[src/rtl/bf16_mul_array_if.sv]
// -----------------------------------------------------------------------------
// bf16_mul_array_if
//
// Purpose : Bundles the two valid/ready streams of bf16_mul_array (operand
//           beats in, product beats out) into one interface.
//
// Ports / signals (LANES lanes, 16 bits per lane, lane i at [16*i+15:16*i]):
//   in_valid  : producer -> block  input beat present
//   in_ready  : block -> producer  block accepts the beat this cycle
//   in_a/in_b : producer -> block  packed bf16 operands
//   in_mask   : producer -> block  per-lane enable (0 forces result 0, flags 0)
//   in_tag    : producer -> block  opaque sideband, returned unchanged
//   out_valid : block -> consumer  result beat present
//   out_ready : consumer -> block  consumer accepts the beat
//   out_p     : block -> consumer  packed bf16 products
//   out_tag   : block -> consumer  tag of this beat
//   out_ovf/out_unf/out_nan : block -> consumer  per-lane result flags
//
// Modports: master = the environment (drives operands, consumes results),
//           slave  = bf16_mul_array.
// -----------------------------------------------------------------------------
interface bf16_mul_array_if #(
    parameter int LANES = 4,
    parameter int TAG_W = 8
);
    logic                  in_valid;
    logic                  in_ready;
    logic [16*LANES-1:0]   in_a;
    logic [16*LANES-1:0]   in_b;
    logic [LANES-1:0]      in_mask;
    logic [TAG_W-1:0]      in_tag;

    logic                  out_valid;
    logic                  out_ready;
    logic [16*LANES-1:0]   out_p;
    logic [TAG_W-1:0]      out_tag;
    logic [LANES-1:0]      out_ovf;
    logic [LANES-1:0]      out_unf;
    logic [LANES-1:0]      out_nan;

    modport master (
        output in_valid, in_a, in_b, in_mask, in_tag, out_ready,
        input  in_ready, out_valid, out_p, out_tag, out_ovf, out_unf, out_nan
    );

    modport slave (
        input  in_valid, in_a, in_b, in_mask, in_tag, out_ready,
        output in_ready, out_valid, out_p, out_tag, out_ovf, out_unf, out_nan
    );
endinterface

[src/rtl/bf16_mul_array.sv]
// -----------------------------------------------------------------------------
// bf16_mul_array
//
// Purpose : LANES-wide, three-stage pipelined bf16 multiplier with a
//           valid/ready stream interface. One beat per cycle, latency 3,
//           capacity 3 beats. Denormal inputs are flushed to zero, NaN/inf
//           are handled IEEE-style, exponent overflow saturates to +-inf and
//           underflow flushes to +-0, each with a per-lane flag.
//
// Ports:
//   clk   : sole clock, rising edge
//   rst_n : synchronous active-low reset; clears all stage valids and data
//   bus   : bf16_mul_array_if.slave (operand stream in, product stream out)
//
// Configuration macro:
//   BF16_MUL_RNE_EN : defined -> round-to-nearest-even,
//                     undefined -> truncation (guard/sticky ignored).
//
// Handshake: a beat moves across a boundary on a cycle where valid && ready.
// A producer holds valid and data steady until accepted; valid never depends
// on ready. Each stage k has its own valid bit and loads when it is empty or
// its current contents move on in the same cycle, so in_ready is a purely
// combinational function of out_ready and the three stage valid bits.
//
// Pipeline:
//   S1 : unpack, sign, special-case classes, exponent ea+eb-127, 8x8 product
//   S2 : normalise (product bit 15) and round to 7 kept mantissa bits
//   S3 : rounding carry, saturation, special-value packing (output register)
// -----------------------------------------------------------------------------
module bf16_mul_array #(
    parameter int LANES = 4,
    parameter int TAG_W = 8
) (
    input  logic               clk,
    input  logic               rst_n,
    bf16_mul_array_if.slave    bus
);

`ifdef BF16_MUL_RNE_EN
    localparam logic RNE_EN = 1'b1;
`else
    localparam logic RNE_EN = 1'b0;
`endif

    // -------------------------------------------------------------------------
    // Stage enables / handshake
    // -------------------------------------------------------------------------
    logic r1_v, r2_v, r3_v;
    logic w_en1, w_en2, w_en3;
    logic w_acc;

    assign w_en3 = !r3_v || bus.out_ready;
    assign w_en2 = !r2_v || w_en3;
    assign w_en1 = !r1_v || w_en2;

    // Held low while reset is asserted so nothing is accepted into a pipeline
    // that is being cleared.
    assign bus.in_ready = rst_n && w_en1;
    assign w_acc        = bus.in_valid && bus.in_ready;

    // -------------------------------------------------------------------------
    // S1 combinational: unpack and classify
    // -------------------------------------------------------------------------
    logic [7:0]        w_ea   [LANES];
    logic [7:0]        w_eb   [LANES];
    logic [6:0]        w_ma   [LANES];
    logic [6:0]        w_mb   [LANES];
    logic [LANES-1:0]  w_a_zero, w_a_inf, w_a_nan;
    logic [LANES-1:0]  w_b_zero, w_b_inf, w_b_nan;
    logic [LANES-1:0]  w1_sign, w1_nan, w1_inf, w1_zero;
    logic [9:0]        w1_exp  [LANES];
    logic [15:0]       w1_prod [LANES];

    always_comb begin
        w_ea     = '{default: '0};
        w_eb     = '{default: '0};
        w_ma     = '{default: '0};
        w_mb     = '{default: '0};
        w_a_zero = '0;
        w_a_inf  = '0;
        w_a_nan  = '0;
        w_b_zero = '0;
        w_b_inf  = '0;
        w_b_nan  = '0;
        w1_sign  = '0;
        w1_nan   = '0;
        w1_inf   = '0;
        w1_zero  = '0;
        w1_exp   = '{default: '0};
        w1_prod  = '{default: '0};
        for (int i = 0; i < LANES; i++) begin
            w_ea[i] = bus.in_a[16*i+7 +: 8];
            w_eb[i] = bus.in_b[16*i+7 +: 8];
            w_ma[i] = bus.in_a[16*i +: 7];
            w_mb[i] = bus.in_b[16*i +: 7];

            // Exponent 0 covers both true zero and denormals: both read as 0.
            w_a_zero[i] = (w_ea[i] == 8'd0);
            w_b_zero[i] = (w_eb[i] == 8'd0);
            w_a_inf[i]  = (&w_ea[i]) && (w_ma[i] == 7'd0);
            w_b_inf[i]  = (&w_eb[i]) && (w_mb[i] == 7'd0);
            w_a_nan[i]  = (&w_ea[i]) && (w_ma[i] != 7'd0);
            w_b_nan[i]  = (&w_eb[i]) && (w_mb[i] != 7'd0);

            w1_sign[i] = bus.in_a[16*i+15] ^ bus.in_b[16*i+15];
            // inf x 0 is invalid and joins the NaN class.
            w1_nan[i]  = w_a_nan[i] || w_b_nan[i] ||
                         (w_a_inf[i] && w_b_zero[i]) ||
                         (w_b_inf[i] && w_a_zero[i]);
            w1_inf[i]  = (w_a_inf[i] || w_b_inf[i]) && !w1_nan[i];
            w1_zero[i] = (w_a_zero[i] || w_b_zero[i]) && !w1_nan[i];

            // Two's complement, range -127..381, fits 10 bits signed.
            w1_exp[i]  = {2'b00, w_ea[i]} + {2'b00, w_eb[i]} - 10'd127;
            w1_prod[i] = {8'd0, 1'b1, w_ma[i]} * {8'd0, 1'b1, w_mb[i]};
        end
    end

    // -------------------------------------------------------------------------
    // S1 registers
    // -------------------------------------------------------------------------
    logic [LANES-1:0]  r1_sign, r1_nan, r1_inf, r1_zero, r1_mask;
    logic [9:0]        r1_exp  [LANES];
    logic [15:0]       r1_prod [LANES];
    logic [TAG_W-1:0]  r1_tag;

    always_ff @(posedge clk) begin
        if (!rst_n) begin
            r1_v    <= 1'b0;
            r1_sign <= '0;
            r1_nan  <= '0;
            r1_inf  <= '0;
            r1_zero <= '0;
            r1_mask <= '0;
            r1_tag  <= '0;
            for (int i = 0; i < LANES; i++) begin
                r1_exp[i]  <= '0;
                r1_prod[i] <= '0;
            end
        end else if (w_en1) begin
            r1_v    <= w_acc;
            r1_sign <= w1_sign;
            r1_nan  <= w1_nan;
            r1_inf  <= w1_inf;
            r1_zero <= w1_zero;
            r1_mask <= bus.in_mask;
            r1_tag  <= bus.in_tag;
            for (int i = 0; i < LANES; i++) begin
                r1_exp[i]  <= w1_exp[i];
                r1_prod[i] <= w1_prod[i];
            end
        end
    end

    // -------------------------------------------------------------------------
    // S2 combinational: normalise and round
    // -------------------------------------------------------------------------
    // Product of two 1.7 significands is in [1,4): bit 15 set means the value
    // is >= 2, so the kept bits start one position higher and exponent +1.
    logic [6:0]        w2_kept [LANES];
    logic [LANES-1:0]  w2_guard, w2_sticky, w2_inc;
    logic [7:0]        w2_mant [LANES];
    logic [9:0]        w2_exp  [LANES];

    always_comb begin
        w2_kept   = '{default: '0};
        w2_guard  = '0;
        w2_sticky = '0;
        w2_inc    = '0;
        w2_mant   = '{default: '0};
        w2_exp    = '{default: '0};
        for (int i = 0; i < LANES; i++) begin
            if (r1_prod[i][15]) begin
                w2_kept[i]   = r1_prod[i][14:8];
                w2_guard[i]  = r1_prod[i][7];
                w2_sticky[i] = |r1_prod[i][6:0];
            end else begin
                w2_kept[i]   = r1_prod[i][13:7];
                w2_guard[i]  = r1_prod[i][6];
                w2_sticky[i] = |r1_prod[i][5:0];
            end
            w2_exp[i] = r1_exp[i] + {9'd0, r1_prod[i][15]};
            // In the truncating build RNE_EN is 0 and the increment vanishes.
            w2_inc[i]  = RNE_EN && w2_guard[i] && (w2_sticky[i] || w2_kept[i][0]);
            // Bit 7 of the 8-bit result is the rounding carry out (0x80).
            w2_mant[i] = {1'b0, w2_kept[i]} + {7'd0, w2_inc[i]};
        end
    end

    // -------------------------------------------------------------------------
    // S2 registers
    // -------------------------------------------------------------------------
    logic [LANES-1:0]  r2_sign, r2_nan, r2_inf, r2_zero, r2_mask;
    logic [9:0]        r2_exp  [LANES];
    logic [7:0]        r2_mant [LANES];
    logic [TAG_W-1:0]  r2_tag;

    always_ff @(posedge clk) begin
        if (!rst_n) begin
            r2_v    <= 1'b0;
            r2_sign <= '0;
            r2_nan  <= '0;
            r2_inf  <= '0;
            r2_zero <= '0;
            r2_mask <= '0;
            r2_tag  <= '0;
            for (int i = 0; i < LANES; i++) begin
                r2_exp[i]  <= '0;
                r2_mant[i] <= '0;
            end
        end else if (w_en2) begin
            r2_v    <= r1_v;
            r2_sign <= r1_sign;
            r2_nan  <= r1_nan;
            r2_inf  <= r1_inf;
            r2_zero <= r1_zero;
            r2_mask <= r1_mask;
            r2_tag  <= r1_tag;
            for (int i = 0; i < LANES; i++) begin
                r2_exp[i]  <= w2_exp[i];
                r2_mant[i] <= w2_mant[i];
            end
        end
    end

    // -------------------------------------------------------------------------
    // S3 combinational: rounding carry, saturation, packing
    // -------------------------------------------------------------------------
    logic signed [9:0]  w3_exp [LANES];
    logic [16*LANES-1:0] w3_p;
    logic [LANES-1:0]    w3_ovf, w3_unf, w3_nan;

    always_comb begin
        w3_exp = '{default: '0};
        w3_p   = '0;
        w3_ovf = '0;
        w3_unf = '0;
        w3_nan = '0;
        for (int i = 0; i < LANES; i++) begin
            // A carry to 0x80 leaves mantissa bits [6:0] at zero already, so
            // only the exponent needs the bump.
            w3_exp[i] = r2_exp[i] + {9'd0, r2_mant[i][7]};
            if (!r2_mask[i]) begin
                w3_p[16*i +: 16] = 16'h0000;
            end else if (r2_nan[i]) begin
                w3_p[16*i +: 16] = 16'h7FC0;
                w3_nan[i]        = 1'b1;
            end else if (r2_inf[i]) begin
                w3_p[16*i +: 16] = {r2_sign[i], 15'h7F80};
            end else if (r2_zero[i]) begin
                w3_p[16*i +: 16] = {r2_sign[i], 15'h0000};
            end else if (w3_exp[i] >= 10'sd255) begin
                w3_p[16*i +: 16] = {r2_sign[i], 15'h7F80};
                w3_ovf[i]        = 1'b1;
            end else if (w3_exp[i] <= 10'sd0) begin
                w3_p[16*i +: 16] = {r2_sign[i], 15'h0000};
                w3_unf[i]        = 1'b1;
            end else begin
                w3_p[16*i +: 16] = {r2_sign[i], w3_exp[i][7:0], r2_mant[i][6:0]};
            end
        end
    end

    // -------------------------------------------------------------------------
    // S3 registers (output register)
    // -------------------------------------------------------------------------
    logic [16*LANES-1:0] r3_p;
    logic [TAG_W-1:0]    r3_tag;
    logic [LANES-1:0]    r3_ovf, r3_unf, r3_nan;

    always_ff @(posedge clk) begin
        if (!rst_n) begin
            r3_v   <= 1'b0;
            r3_p   <= '0;
            r3_tag <= '0;
            r3_ovf <= '0;
            r3_unf <= '0;
            r3_nan <= '0;
        end else if (w_en3) begin
            r3_v   <= r2_v;
            r3_p   <= w3_p;
            r3_tag <= r2_tag;
            r3_ovf <= w3_ovf;
            r3_unf <= w3_unf;
            r3_nan <= w3_nan;
        end
    end

    // Outputs read as zero for the whole time reset is held, including the
    // cycle before the first reset edge clears the registers.
    assign bus.out_valid = rst_n && r3_v;
    assign bus.out_p     = rst_n ? r3_p   : '0;
    assign bus.out_tag   = rst_n ? r3_tag : '0;
    assign bus.out_ovf   = rst_n ? r3_ovf : '0;
    assign bus.out_unf   = rst_n ? r3_unf : '0;
    assign bus.out_nan   = rst_n ? r3_nan : '0;

endmodule
[src/flat_wrapper.sv]
// flat-port wrapper written by rule: the top's interface ports become plain ports
module bf16_mul_array_flat 
#(
    parameter int LANES = 4,
    parameter int TAG_W = 8
)
  (clk, rst_n, bus_in_valid, bus_in_a, bus_in_b, bus_in_mask, bus_in_tag, bus_out_ready, bus_in_ready, bus_out_valid, bus_out_p, bus_out_tag, bus_out_ovf, bus_out_unf, bus_out_nan);
  bf16_mul_array_if #(.LANES(LANES), .TAG_W(TAG_W)) bus_i ();
  input  logic clk;
  input  logic rst_n;
  input wire logic [$bits(bus_i.in_valid)-1:0] bus_in_valid;
  input wire logic [$bits(bus_i.in_a)-1:0] bus_in_a;
  input wire logic [$bits(bus_i.in_b)-1:0] bus_in_b;
  input wire logic [$bits(bus_i.in_mask)-1:0] bus_in_mask;
  input wire logic [$bits(bus_i.in_tag)-1:0] bus_in_tag;
  input wire logic [$bits(bus_i.out_ready)-1:0] bus_out_ready;
  output wire logic [$bits(bus_i.in_ready)-1:0] bus_in_ready;
  output wire logic [$bits(bus_i.out_valid)-1:0] bus_out_valid;
  output wire logic [$bits(bus_i.out_p)-1:0] bus_out_p;
  output wire logic [$bits(bus_i.out_tag)-1:0] bus_out_tag;
  output wire logic [$bits(bus_i.out_ovf)-1:0] bus_out_ovf;
  output wire logic [$bits(bus_i.out_unf)-1:0] bus_out_unf;
  output wire logic [$bits(bus_i.out_nan)-1:0] bus_out_nan;
  assign bus_i.in_valid = bus_in_valid;
  assign bus_i.in_a = bus_in_a;
  assign bus_i.in_b = bus_in_b;
  assign bus_i.in_mask = bus_in_mask;
  assign bus_i.in_tag = bus_in_tag;
  assign bus_i.out_ready = bus_out_ready;
  assign bus_in_ready = bus_i.in_ready;
  assign bus_out_valid = bus_i.out_valid;
  assign bus_out_p = bus_i.out_p;
  assign bus_out_tag = bus_i.out_tag;
  assign bus_out_ovf = bus_i.out_ovf;
  assign bus_out_unf = bus_i.out_unf;
  assign bus_out_nan = bus_i.out_nan;
  bf16_mul_array #(.LANES(LANES), .TAG_W(TAG_W)) u_core (.clk(clk), .rst_n(rst_n), .bus(bus_i));
endmodule
[config.mk]
export PLATFORM = sky130hd
export DESIGN_NAME = bf16_mul_array_flat
export DESIGN_NICKNAME = d
export VERILOG_FILES = /design/src/rtl/bf16_mul_array_if.sv /design/src/rtl/bf16_mul_array.sv /design/src/flat_wrapper.sv
export SDC_FILE = /design/constraint.sdc
export NUM_CORES = 1
export LEC_CHECK = 0
export BUFFER_PORTS_ARGS = -buffer_cell sky130_fd_sc_hd__buf_2
export CORE_UTILIZATION = 55
export CTS_CLUSTER_SIZE = 25
export DETAILED_ROUTE_END_ITERATION = 7
export GPL_TIMING_DRIVEN = 0
export PLACE_DENSITY = 0.83
export SYNTH_ARGS = -nofsm -noshare
export SYNTH_HDL_FRONTEND = slang
export SYNTH_SLANG_ARGS = --single-unit
[constraint.sdc]
create_clock -name clk -period 5.2 [get_ports clk]
set_clock_uncertainty 0.1 [all_clocks]
set_input_delay 0.78 -clock clk [delete_from_list [all_inputs] [get_ports clk]]
set_output_delay 0.78 -clock clk [all_outputs]
set_load 0.02 [all_outputs]
Word level (Yosys, flattened, before mapping)
Memory sizes are Yosys's and may differ from the RTL's. Cells that the tools add are included.

Register bits: 143. Memory bits (writable): 172. Input bits: 144. Output and inout port bits: 86. Logic and storage cells: 277. Memories: 4.

$add $sub $neg: 16. $mul: 4. $lt $le $gt $ge: 8. Multiplexer cells: 108. Bitwise operators: 20. Reduce and logical (&&, ||, !) cells: 97.

Memories: u_core.r1_prod (depth 4, bits a word 16, read ports 4, clocked after Yosys merged registers in 0, write ports 4, RTL line bf16_mul_array.sv:124) `logic [15:0] r1_prod [LANES];`; u_core.r1_exp (depth 4, bits a word 10, read ports 4, clocked after Yosys merged registers in 0, write ports 4, RTL line bf16_mul_array.sv:123) `logic [9:0] r1_exp [LANES];`; u_core.r2_exp (depth 4, bits a word 10, read ports 4, clocked after Yosys merged registers in 0, write ports 4, RTL line bf16_mul_array.sv:194) `logic [9:0] r2_exp [LANES];`; u_core.r2_mant (depth 4, bits a word 7, read ports 4, clocked after Yosys merged registers in 0, write ports 4, RTL line bf16_mul_array.sv:195) `logic [7:0] r2_mant [LANES];`.

Operators by type and width (count): 15-bit 2-to-1 mux (16); 16-bit 2-to-1 mux (12); 10-bit 2-to-1 mux (8); 8-bit logical NOT (8); 8-bit by 8-bit multiplier with 16-bit output (4); 64-bit 2-to-1 mux (1); 8-bit AND reduction (8); 1-bit 2-to-1 mux (59); 7-bit logical NOT (8); 7-bit 2-to-1 mux (8); 7-bit nonzero test (8); 10-bit by 1-bit adder with 10-bit output (4); 10-bit by 1-bit adder with 10-bit output, second input constant (4); 10-bit by 9-bit >= comparator with 1-bit output, second input constant (4); 10-bit by 1-bit less-or-equal comparator with 1-bit output, second input constant (4); 10-bit by 7-bit subtractor with 10-bit output, second input constant (4); 8-bit by 8-bit adder with 9-bit output (4); 1-bit logical AND (35); 1-bit logical OR (23); 1-bit bitwise OR (16); 4-bit 2-to-1 mux (3); 8-bit 2-to-1 mux (1); 1-bit logical NOT (7); 1-bit bitwise XOR (4).

Logic depth before layout (Yosys ltp)
An unclocked memory read counts as a cell.

Depth after elaboration: 9. Mapped depth: 17. Depth with buffers taken out: 17.

Worst setup path after synthesis
No wires, ideal clock.

Path kind: input to register. Start: input bus_in_b[38]. End: memory u_core.r1_prod[2][11], data pin. Library setup time: 0.260 ns. Arrival time: 4.487 ns. Data required time: 4.840 ns. Slack: 0.353 ns. Stages: 15. Path through: and2_1 fa_1 inv_1 fa_1 inv_1 fa_1 inv_1 fa_1 inv_1 ha_1 a21o_1 a21o_1 a221oi_4 o21bai_1 mux2i_1.

RTL lines: start: declaration (RTL line flat_wrapper.sv:13) `input wire logic [$bits(bus_i.in_b)-1:0] bus_in_b;`; end: declaration (RTL line bf16_mul_array.sv:124).

==> results by group <==
Worst setup path
  – Critical path class: in2reg
  – Setup crit start: bus_in_b[38]
  – WP data arrival: 5.05 ns
  – Worst R2R Path Depth: 6
  – CP max FO: 9
  – Critical R2R Launch: u_core.r2_v
  – FF-to-FF End: u_core.r1_exp[3][2]
  – Worst EP required: 5.43 ns
  – Setup crit end kind: flip-flop
  – Critical Path Start Type: input port
  – R2R Setup Slk: 2.21 ns

CTS
  – Hold-fix buffers, CTS: 0
  – TritonCTS Buffers: 28
  – CTS tree: done
  – CTS-repair resized insts: 0
  – # clock sinks: 287
  – Root buf cell: clkbuf_16
  – Worst-Skew Late Latency: 0.54 ns
  – Clock transition at path regs: 0.07 ns
  – Clock buffer depth: 3
  – H-Tree Depth: 1
  – Post-CTS setup buffer count: 0

Global route
  – Global route overflow: 0
  – Global-route wire length before repair: 91,500 µm
  – All-Layer GR Usage: 27.7%
  – Largest net degree at the start of global routing: 58
  – Initial antenna violation count: 0
  – Vias in the first global route: 18.2k

Cells and area
  – Finished Cell Area: 0.0248 mm²
  – Commonest non-fill, non-tap cell in the layout: buf_2
  – Layout cells sized above 1: 12.4%
  – Antenna Cells: 0
  – NumNets Final: 3,041
  – Commonest non-fill, non-tap cells in the layout: buf_2 (244), inv_1 (231), and2_1 (210)
  – Area Overhead vs Synth: 12.7%

Timing
  – Max Transition Viols Final: 0
  – Slew margin rel.: 27.1%
  – Unrepaired setup endpoints after global routing: no
  – Worst-margin pin slew: 1.09 ns
  – Final Hold Fails: 0
  – WHS: 0.352 ns
  – Max Freq: 208 MHz
  – # setup viols final: 0
  – Final Critical Period: 4.82 ns
  – Fin crit share: 92.6%

Synth
  – Post-synth top area share: 19.7%
  – Top cell type by total area after synthesis: edfxtp_1
  – Avg Inst Size Synth: 9.48 µm²
  – Synth cell types: 69
  – Synth Warn #: 0
  – Ys async rst share: 0%
  – Largest family of logic cells by synthesized area: adder cells
  – Synthesized cell area: 0.0220 mm²
  – Syn_nets: 2,780
  – Xor/xnor cell area share of the yosys netlist: 3.62%
  – Top_reg_cell synth: edfxtp_1
  – Post-synth EDFFs: 144
  – Sequential area share after synthesis: 32.7%
  – Compound-Gate Fraction of Synth Area: 13.0%
  – Post-Syn Instances: 2,320
  – Top cells by area in the synthesized netlist: edfxtp_1 (20%), fa_1 (13%), dfxtp_1 (13%)
  – Seq cells post-synth: 287
  – Mux cell area share after synthesis: 1.82%
  – Post-Synth Adder-Cell Area: 22.9%
  – Synth Area in Simple Gates: 20.7%

Route
  – Drt via density: 5.85
  – Starting DRC count in detailed routing: 1,371
  – DRC viols: 0
  – Wire per inst: 18.2 µm
  – Post-DRT Antenna Nets: 0
  – Via count: 18.3k
  – Post-Route WL: 56,800 µm
  – TritonRoute pass-1 iters: 6

Place
  – GPL Wtd Cong: 0.908
  – DP Area: 0.0238 mm²
  – DP HPWL: 44,100 µm
  – Number of port buffers: 229

Die
  – Std cell rows: 72
  – Core area: 0.0390 mm²
  – Die X: 202 µm
  – Die Y: 202 µm
  – Die area: 0.0408 mm²
  – Initial Util: 56.4%
  – # IOs: 230

Run status
  – Status: finished, final reports clean

Power
  – Max VDD drop: 240 µV
  – Power per standard cell area: 348 mW/mm²
  – Leak pwr: 11.6 nW

Hold path
  – Cell count of the worst hold path: 1
  – Hold endpoint: u_core.r3_p[51]
  – HP Start: u_core.r2_mant[3][3]
  – Worst min path class: reg2reg

Job
  – Maxcap violations: 0
[kinds of logic (layout without fill, tap and decap cells)]
group / count (synthesis) / in the layout
AOI/OAI and AO/OA: 390 / 390
adders and majority gates: 316 / 316
and+or+nand+nor: 894 / 894
buffers and inverters: 302 / 585
DFF: 287 / 287
muxes: 40 / 40
xor gates and xnor gates: 91 / 91
[critical path, cell delays in order]
cell and delay, ns:
buf_2 0.17, and2_1 0.19, fa_1 0.50, inv_1 0.06, fa_1 0.53, inv_1 0.05, fa_1 0.52, inv_1 0.05
fa_1 0.53, inv_1 0.04, ha_1 0.36, a21o_1 0.23, a21o_1 0.24, nand4_1 0.11, o21ai_0 0.17, o21a_1 0.23
nor3_1 0.27
[synthesized netlist by cell type, drive strengths merged, types with 7 or more instances]
| master | instances |
|---|---|
| nand3 | 77 |
| o31ai | 8 |
| fa | 144 |
| o21bai | 11 |
| a21boi | 39 |
| nor3b | 10 |
| ha | 172 |
| nor2 | 195 |
| a22o | 54 |
| a21o | 55 |
| buf | 26 |
| inv | 232 |
| xnor2 | 49 |
| xor2 | 42 |
| a211oi | 13 |
| or2 | 7 |
| a21oi | 51 |
| nor3 | 60 |
| and2 | 211 |
| nand2 | 190 |
| o211a | 10 |
| or3 | 8 |
| a31oi | 11 |
| dfxtp | 143 |
| edfxtp | 144 |
| nor4 | 41 |
| and3 | 24 |
| o21ai | 64 |
| clkbuf | 44 |
| nand2b | 9 |
| o21a | 12 |
| o211ai | 20 |
| mux2i | 40 |
| nand4 | 38 |
[final cells by class]
cell class                 count  area (µm²)
clock buffer                  42         887
fill                        3154       14200
clock inverter                10        57.6
multi-input combinational   1731       13700
tap                          518         648
sequential                   287        7190
buffer                        70         282
inverter                     232         871
timing repair buffer         231        1190
[power by group]
part | switching, mW | internal (mW) | total, mW
Clock | 0.853 | 1.18 | 2.03
Sequential | 0.174 | 2.78 | 2.95
Combinational | 2.10 | 1.53 | 3.64
[sequential cells by signal, summed over array words and instances (netlist names), 8 cells and up]
register and flops:
u_core.r1_exp 40, u_core.r1_prod 36, u_core.r1_tag 8, u_core.r2_exp 40, u_core.r2_mant 28, u_core.r2_tag 8
u_core.r3_p 64, u_core.r3_tag 8
[stage by stage]
| step | total power [mW] | TNS, ns | cells | util (%) | setup slack [ns] |
|---|---|---|---|---|---|
| final | 8.62 | 0 | 3121 | 63.5 | 0.384 |
| after global routing | 9.21 | 0 | 3121 | 63.5 | 0.177 |
| after CTS | 8.60 | 0 | 3121 | 63.5 | 0.421 |
| after detailed placement | 6.53 | -0.165 | 3069 | 61.1 | -0.0712 |
| after global placement | 6.36 | -2.84 | 3067 | 61.0 | -0.0483 |
| after floorplan | 5.67 | 0 | 2320 | - | 0.353 |
[how the worst max path moves through the flow]
stage | endpoint | slack (ns) | depth (start not counted)
global placement | u_core.r1_prod[2][12] | -0.05 | 17
global route | u_core.r1_prod[2][12] | 0.18 | 17
detailed placement | u_core.r1_prod[2][12] | -0.07 | 17
finish | u_core.r1_prod[2][12] | 0.38 | 17
CTS | u_core.r1_prod[2][12] | 0.42 | 17
floorplan | u_core.r1_prod[2][11] | 0.35 | 15
[per-layer routing]
| metal | global-route usage [%] | vias to the layer above | share of wire, % |
|---|---|---|---|
| met5 | 0 | - | 0 |
| met4 | 11.2 | 0 | 3.9 |
| met3 | 3.82 | 141 | 7.4 |
| met2 | 46.6 | 710 | 47 |
| met1 | 36.0 | 8844 | 41 |
| li1 | - | 8563 | - |
(Power assumes the default switching activity.)
